===== src/rtl/fifo_rd_stream_adapter.sv =====
// fifo_rd_stream_adapter: small_async_fifo read side to a valid/ready stream through a 3-entry buffer.
// Define FIFO_RD_CNT_EN to add the m_word_cnt accepted-beat counter.
module fifo_rd_stream_adapter #(
  parameter int DSIZE = 8
`ifdef FIFO_RD_CNT_EN
  , parameter int CNT_W = 16
`endif
) (
  input  logic             rclk,
  input  logic             rrst_n,
  input  logic             flush,
  input  logic             rempty,
  input  logic [DSIZE-1:0] rdata,
  output logic             rinc,
  output logic [DSIZE-1:0] m_tdata,
  output logic             m_tvalid,
  input  logic             m_tready
`ifdef FIFO_RD_CNT_EN
  , output logic [CNT_W-1:0] m_word_cnt
`endif
);
  logic [DSIZE-1:0] mem [3];
  logic [1:0] buf_cnt, rd_ptr, wr_ptr;
  logic [2:0] occ;
  logic rd_pend, push, pop;
  function automatic logic [1:0] nxt(input logic [1:0] p);
    return (p == 2'd2) ? 2'd0 : p + 2'd1;
  endfunction
  // in-flight read counts toward occupancy so a returning word always has a free slot
  assign occ = {1'b0, buf_cnt} + {2'b0, rd_pend};
  assign rinc = rrst_n & ~rempty & ~flush & (occ < 3'd3);
  assign m_tvalid = buf_cnt != 2'd0;
  assign m_tdata = mem[rd_ptr];
  assign pop = m_tvalid & m_tready;
  assign push = rd_pend & ~flush;
  always_ff @(posedge rclk) begin
    if (!rrst_n) begin
      buf_cnt <= '0;
      rd_ptr <= '0;
      wr_ptr <= '0;
      rd_pend <= 1'b0;
      for (int i = 0; i < 3; i++) mem[i] <= '0;
    end else begin
      rd_pend <= rinc;
      if (flush) begin
        buf_cnt <= '0;
        rd_ptr <= '0;
        wr_ptr <= '0;
      end else begin
        if (push) mem[wr_ptr] <= rdata;
        wr_ptr <= push ? nxt(wr_ptr) : wr_ptr;
        rd_ptr <= pop ? nxt(rd_ptr) : rd_ptr;
        buf_cnt <= (push & ~pop) ? buf_cnt + 2'd1 : (pop & ~push) ? buf_cnt - 2'd1 : buf_cnt;
      end
    end
  end
`ifdef FIFO_RD_CNT_EN
  always_ff @(posedge rclk) begin
    if (!rrst_n) m_word_cnt <= '0;
    else if (pop) m_word_cnt <= m_word_cnt + 1'b1;
  end
`endif
  a_no_push_full: assert property (@(posedge rclk) disable iff (!rrst_n) !(rd_pend && buf_cnt == 2'd3));
endmodule

===== config.mk =====
export PLATFORM = sky130hd
export DESIGN_NAME = fifo_rd_stream_adapter
export DESIGN_NICKNAME = d
export VERILOG_FILES = /design/src/rtl/fifo_rd_stream_adapter.sv
export SDC_FILE = /design/constraint.sdc
export NUM_CORES = 1
export LEC_CHECK = 0
export ABC_AREA = 1
export BUFFER_PORTS_ARGS = -buffer_cell sky130_fd_sc_hd__buf_4
export CORE_MARGIN = 2
export CORE_UTILIZATION = 40
export DETAILED_ROUTE_END_ITERATION = 8
export PLACE_DENSITY = 0.55
export SETUP_SLACK_MARGIN = 0.1
export SLEW_MARGIN = 40
export SYNTH_ARGS = -nofsm -noshare
export SYNTH_HDL_FRONTEND = slang
export SYNTH_SLANG_ARGS = --single-unit
export TNS_END_PERCENT = 30

===== constraint.sdc =====
create_clock -name rclk -period 4.7 [get_ports rclk]
set_input_delay 0.47 -clock rclk [delete_from_list [all_inputs] [get_ports rclk]]
set_output_delay 0.47 -clock rclk [all_outputs]
set_load 0.01 [all_outputs]

[Word level (Yosys, flattened, before mapping)]
Memories as Yosys holds them, arrays and structs flattened. A register that Yosys moved wholly into a read port is not among the register bits.
Cells that the tools add are included.
Operators by class
  multiplexer cells: 14
  reductions and logical operators: 4
  add/sub/neg operators: 5
  bitwise logic cells: 12
  equality and inequality tests: 2
  order comparisons: 1
Operators with widths (count)
  two-way mux 2 bit: 7
  two-way mux 8 bit: 1
  OR reduction 8 bit: 1
  AND 1 bit: 7
  adder 2 x 1 -> 2 bit, second input constant: 3
  two-way mux 1 bit: 6
  NOT 1 bit: 5
  equality test 2 bit, second input constant: 2
  nonzero test 2 bit: 2
  adder 2 x 1 -> 3 bit: 1
  < comparator 3 x 2 -> 1 bit, second input constant: 1
  OR reduction 2 bit: 1
  subtractor 2 x 1 -> 2 bit, second input constant: 1
Word-level totals
  memory bits (writable): 24
  memories kept: 1
  word-level logic and storage cells: 43
  register bits after elaboration: 7
Memory list
  mem: words 3, width 8, read ports 1, clocked after Yosys merged registers in 1, wr ports 3, RTL line 22  | logic [DSIZE-1:0] mem [3];

[Longest topological paths before layout]
  depth in word-level cells: 8
  gate-level depth with buffers: 10
  depth with buffers taken out: 10

[Least setup slack after synthesis]
Ideal clock, no wire load.
  path type: input-to-reg
  from: input port flush
  to: memory mem[3][0], enable pin
  slack: 2835 ps
  data required time: 4305 ps
  arrival time: 1470 ps
  setup time: 395 ps
  stages: 3
  cells stage by stage: inv_1 nand2_4 nor4_1
RTL lines
  from (decl): RTL line 11  | input logic flush,
  to (decl): RTL line 22

==> flow_summary_export.csv <==
group,metric,value,unit
status,outcome,"finished, final reports clean",
worst_hold_path,min_to,"rd_pend",
clock_tree,cts.clk_slew.worst_paths,80,ps
global_routing,grt-ovfl-total,0,
power_and_ir_drop,vdd_drop_max,0.0001656,V
final_layout,final_common_cell,"nor2_1",
floorplanning,die_h,71.00,µm
detailed_routing,vias,1278,
floorplanning,io_pins,23,
final_layout,syn_to_final_growth,16.66,%
worst_hold_path,holdPathStages,2,
sta,rsz0062_at_grt,"false",
detailed_routing,drtIter0Drc,72,
worst_setup_path,path_class,"flop to output pin",
synth,avgSynthCellArea,10.44,µm²
clock_tree,htreeDepth,2,
clock_tree,cts_tree,"done",
final_layout,seq_area,0.001141,mm²
worst_setup_path,crit_chain,"inv_2 > o21ai_0 > o22ai_1 > buf_4",
sta,finClkSkew,9.679,ps
worst_hold_path,hold_class,"primary input to flop",
global_routing,antenna_found_initial,0,
floorplanning,start_util,41.52,%
placement,port_buffers,22,
final_layout,drive_gt1_share,16.92,%
synth,synth_cells,172,
power_and_ir_drop,clockPowerShare,33.0,%
clock_tree,cts_resized,0,
power_and_ir_drop,p_switching,0.1447,mW
clock_tree,cts-buffers-inserted,5,
power_and_ir_drop,sequentialPowerShare,60.4,%
synth,ys_warn_count,0,
synth,seq_area_frac_synth,63.55,%
clock_tree,postCtsSetupRepairBufs,0,
power_and_ir_drop,p_sw_share,21.77,%
sta,worst_pin_slew,519.5,ps
synth,synthesis.nets,188,
worst_setup_path,worst_path_largest_cell_delay,650,ps
final_layout,multi_input_area,549.3,µm²
worst_setup_path,rrSetupSlack,3120,ps
sta,fin_ws,2564,ps
final_layout,n_fill_cell,433,
floorplanning,die-area,0.005040,mm²
worst_setup_path,r2r_cells,4,
sta,finalSetupTns,0,ps
placement,dp_worst_setup_slack,2894,ps
synth,ys_seq_elements,41,
worst_setup_path,critPathCaptureType,"output pin",
sta,hold_viol_final,0,
worst_setup_path,cp_data_arrival_time,1670,ps
detailed_routing,viasPerCell,5.051,
final_layout,nNetsFinal,216,
detailed_routing,routed_wl,3594,µm
worst_setup_path,startpoint_type,"flop",
floorplanning,core.rowCount,24,
detailed_routing,drt-wirelength-per-cell,14.21,µm
sta,fmaxAchievable,468.2,MHz
global_routing,grt_max_degree,18,
global_routing,grt_pass1_wl,5940,µm
clock_tree,clock_sinks,41,
sta,finalSetupViolCount,0,
worst_setup_path,cpLargestDelayFamily,"flip-flops",
floorplanning,die_w,71.00,µm
sta,hold-worst-slack,345.0,ps
detailed_routing,drtAntennaViolNets,0,
power_and_ir_drop,cellPowerDensity,317.3,mW/mm²
sta,slew_headroom,65.32,%
power_and_ir_drop,intPower,0.5200,mW
flow_run,drv_cap,0,
worst_setup_path,required,4230,ps
worst_setup_path,path_buf_inv,2,
sta,maxSlewViolCount,0,
clock_tree,ctsHoldBuffers,0,
worst_setup_path,cp_slowest_cell,"dfxtp_1",
clock_tree,clock_latency,300,ps
sta,fin_crit_sh,45.44,%
synth,syn_area,0.001795,mm²
clock_tree,clockBufferDepth,2,
worst_setup_path,timing.rr.start,"rd_pend",
floorplanning,core_region_area,0.004324,mm²
detailed_routing,drcViolationCount,0,
detailed_routing,detail_route.first_pass.iterations,6,
worst_setup_path,regToRegEndpoint,"mem[1][4]",
clock_tree,root_buffer,"clkbuf_8",
worst_hold_path,hold_path.startpoint,"rempty",
final_layout,num_antenna_cells,0,
global_routing,grt_usage,15.59,%
final_layout,final_cell_mix,"48 x nor2_1, 32 x edfxtp_1, 23 x buf_4",
global_routing,grt_pass1_vias,1313,
synth,synth_cell_type_count,18,
power_and_ir_drop,p_leak,0.8668,nW
placement,dp.final_hpwl,2514,µm
power_and_ir_drop,pwr-share-comb,6.6,%
placement,globalplace.congestion,0.7657,
sta,fin_crit,2136,ps
worst_setup_path,critical_path.max_fanout,17,
## registers in the layout, indices dropped and copies added, names as in the netlist, named ones only
| signal | cells |
|---|---|
| mem | 32 |
| buf_cnt | 2 |
| rd_ptr | 2 |
| wr_ptr | 2 |
| rd_pend | 1 |
## cell families (layout without fill, tap and decap cells)
group | count (synthesis) | after routing | share of synthesized area, %
buffers and inverters | 25 | 54 | 5.854
AND/OR/NAND/NOR | 74 | 74 | 19.86
adder cells (fa/ha/maj) | 3 | 3 | 2.091
AO/OA/AOI/OAI | 29 | 29 | 8.641
flip-flops | 41 | 41 | 63.55
## per-layer routing
metal	vias to the layer above	wire length, µm	GRT usage, %	part of all wire, %
li1	638	-	-	-
met1	605	1573	18.50	44
met2	29	1768	26.06	49
met3	6	189	4.843	5.3
met4	0	63	6.918	1.8
met5	-	0	0	0
## through the flow
stage | cells | utilization (%) | power (mW) | instance area, µm²
after floorplan | 172 | - | 0.4313 | 1795
after global placement | 245 | 46.59 | 0.4520 | 2014
after detailed placement | 245 | 46.59 | 0.4537 | 2014
after CTS | 253 | 48.44 | 0.6683 | 2095
after global routing | 253 | 48.44 | 0.6886 | 2095
final | 253 | 48.44 | 0.6647 | 2095
## cell usage after synthesis
cell	instances	area [µm²]
nor4_1	3	18.77
nand3_4	3	52.55
a21oi_1	3	15.01
nand4_1	1	6.260
nor2_1	48	180.2
edfxtp_1	32	960.9
inv_1	22	82.58
nor2_8	1	20.02
nand2_1	14	52.55
dfxtp_1	9	180.2
o22ai_1	8	50.05
inv_2	1	3.750
buf_4	1	7.510
buf_6	1	11.26
ha_1	3	37.54
nand3_1	3	15.01
nand2_4	1	11.26
o21ai_0	18	90.09
## worst reg2reg max path, cell delays in order (launching register included)
cell and delay (ps):
dfxtp_1 330, inv_1 110, nor2_1 270, nand3_1 160, nand2_1 370
## cell type report
cell class,count,share of cell area (%)
Clock buffer,7,3.644
Clock inverter,1,0.1792
Inverter,23,4.122
Multi-Input combinational cell,106,26.22
Sequential cell,41,54.48
Tap cell,52,3.106
Timing Repair Buffer,23,8.244
## power groups by stage
stage	logic, mW	clock network [mW]	registers (mW)
6_report	0.0436	0.219	0.402
5_1_grt	0.0486	0.237	0.403
3_5_place_dp	0.0439	0	0.410
3_3_place_gp	0.0424	0	0.410
2_1_floorplan	0.0227	0	0.409
4_1_cts	0.0440	0.223	0.402
## worst max path at each step
stage,from,end,cells past startpoint
CTS,flop,m_tdata[5],4
global placement,flop,m_tdata[5],4
floorplan,flush,mem[3][0],3
finish,flop,m_tdata[4],4
detailed placement,flop,m_tdata[5],4
global route,flop,m_tdata[5],4
Power figures use the tool's default switching activity.
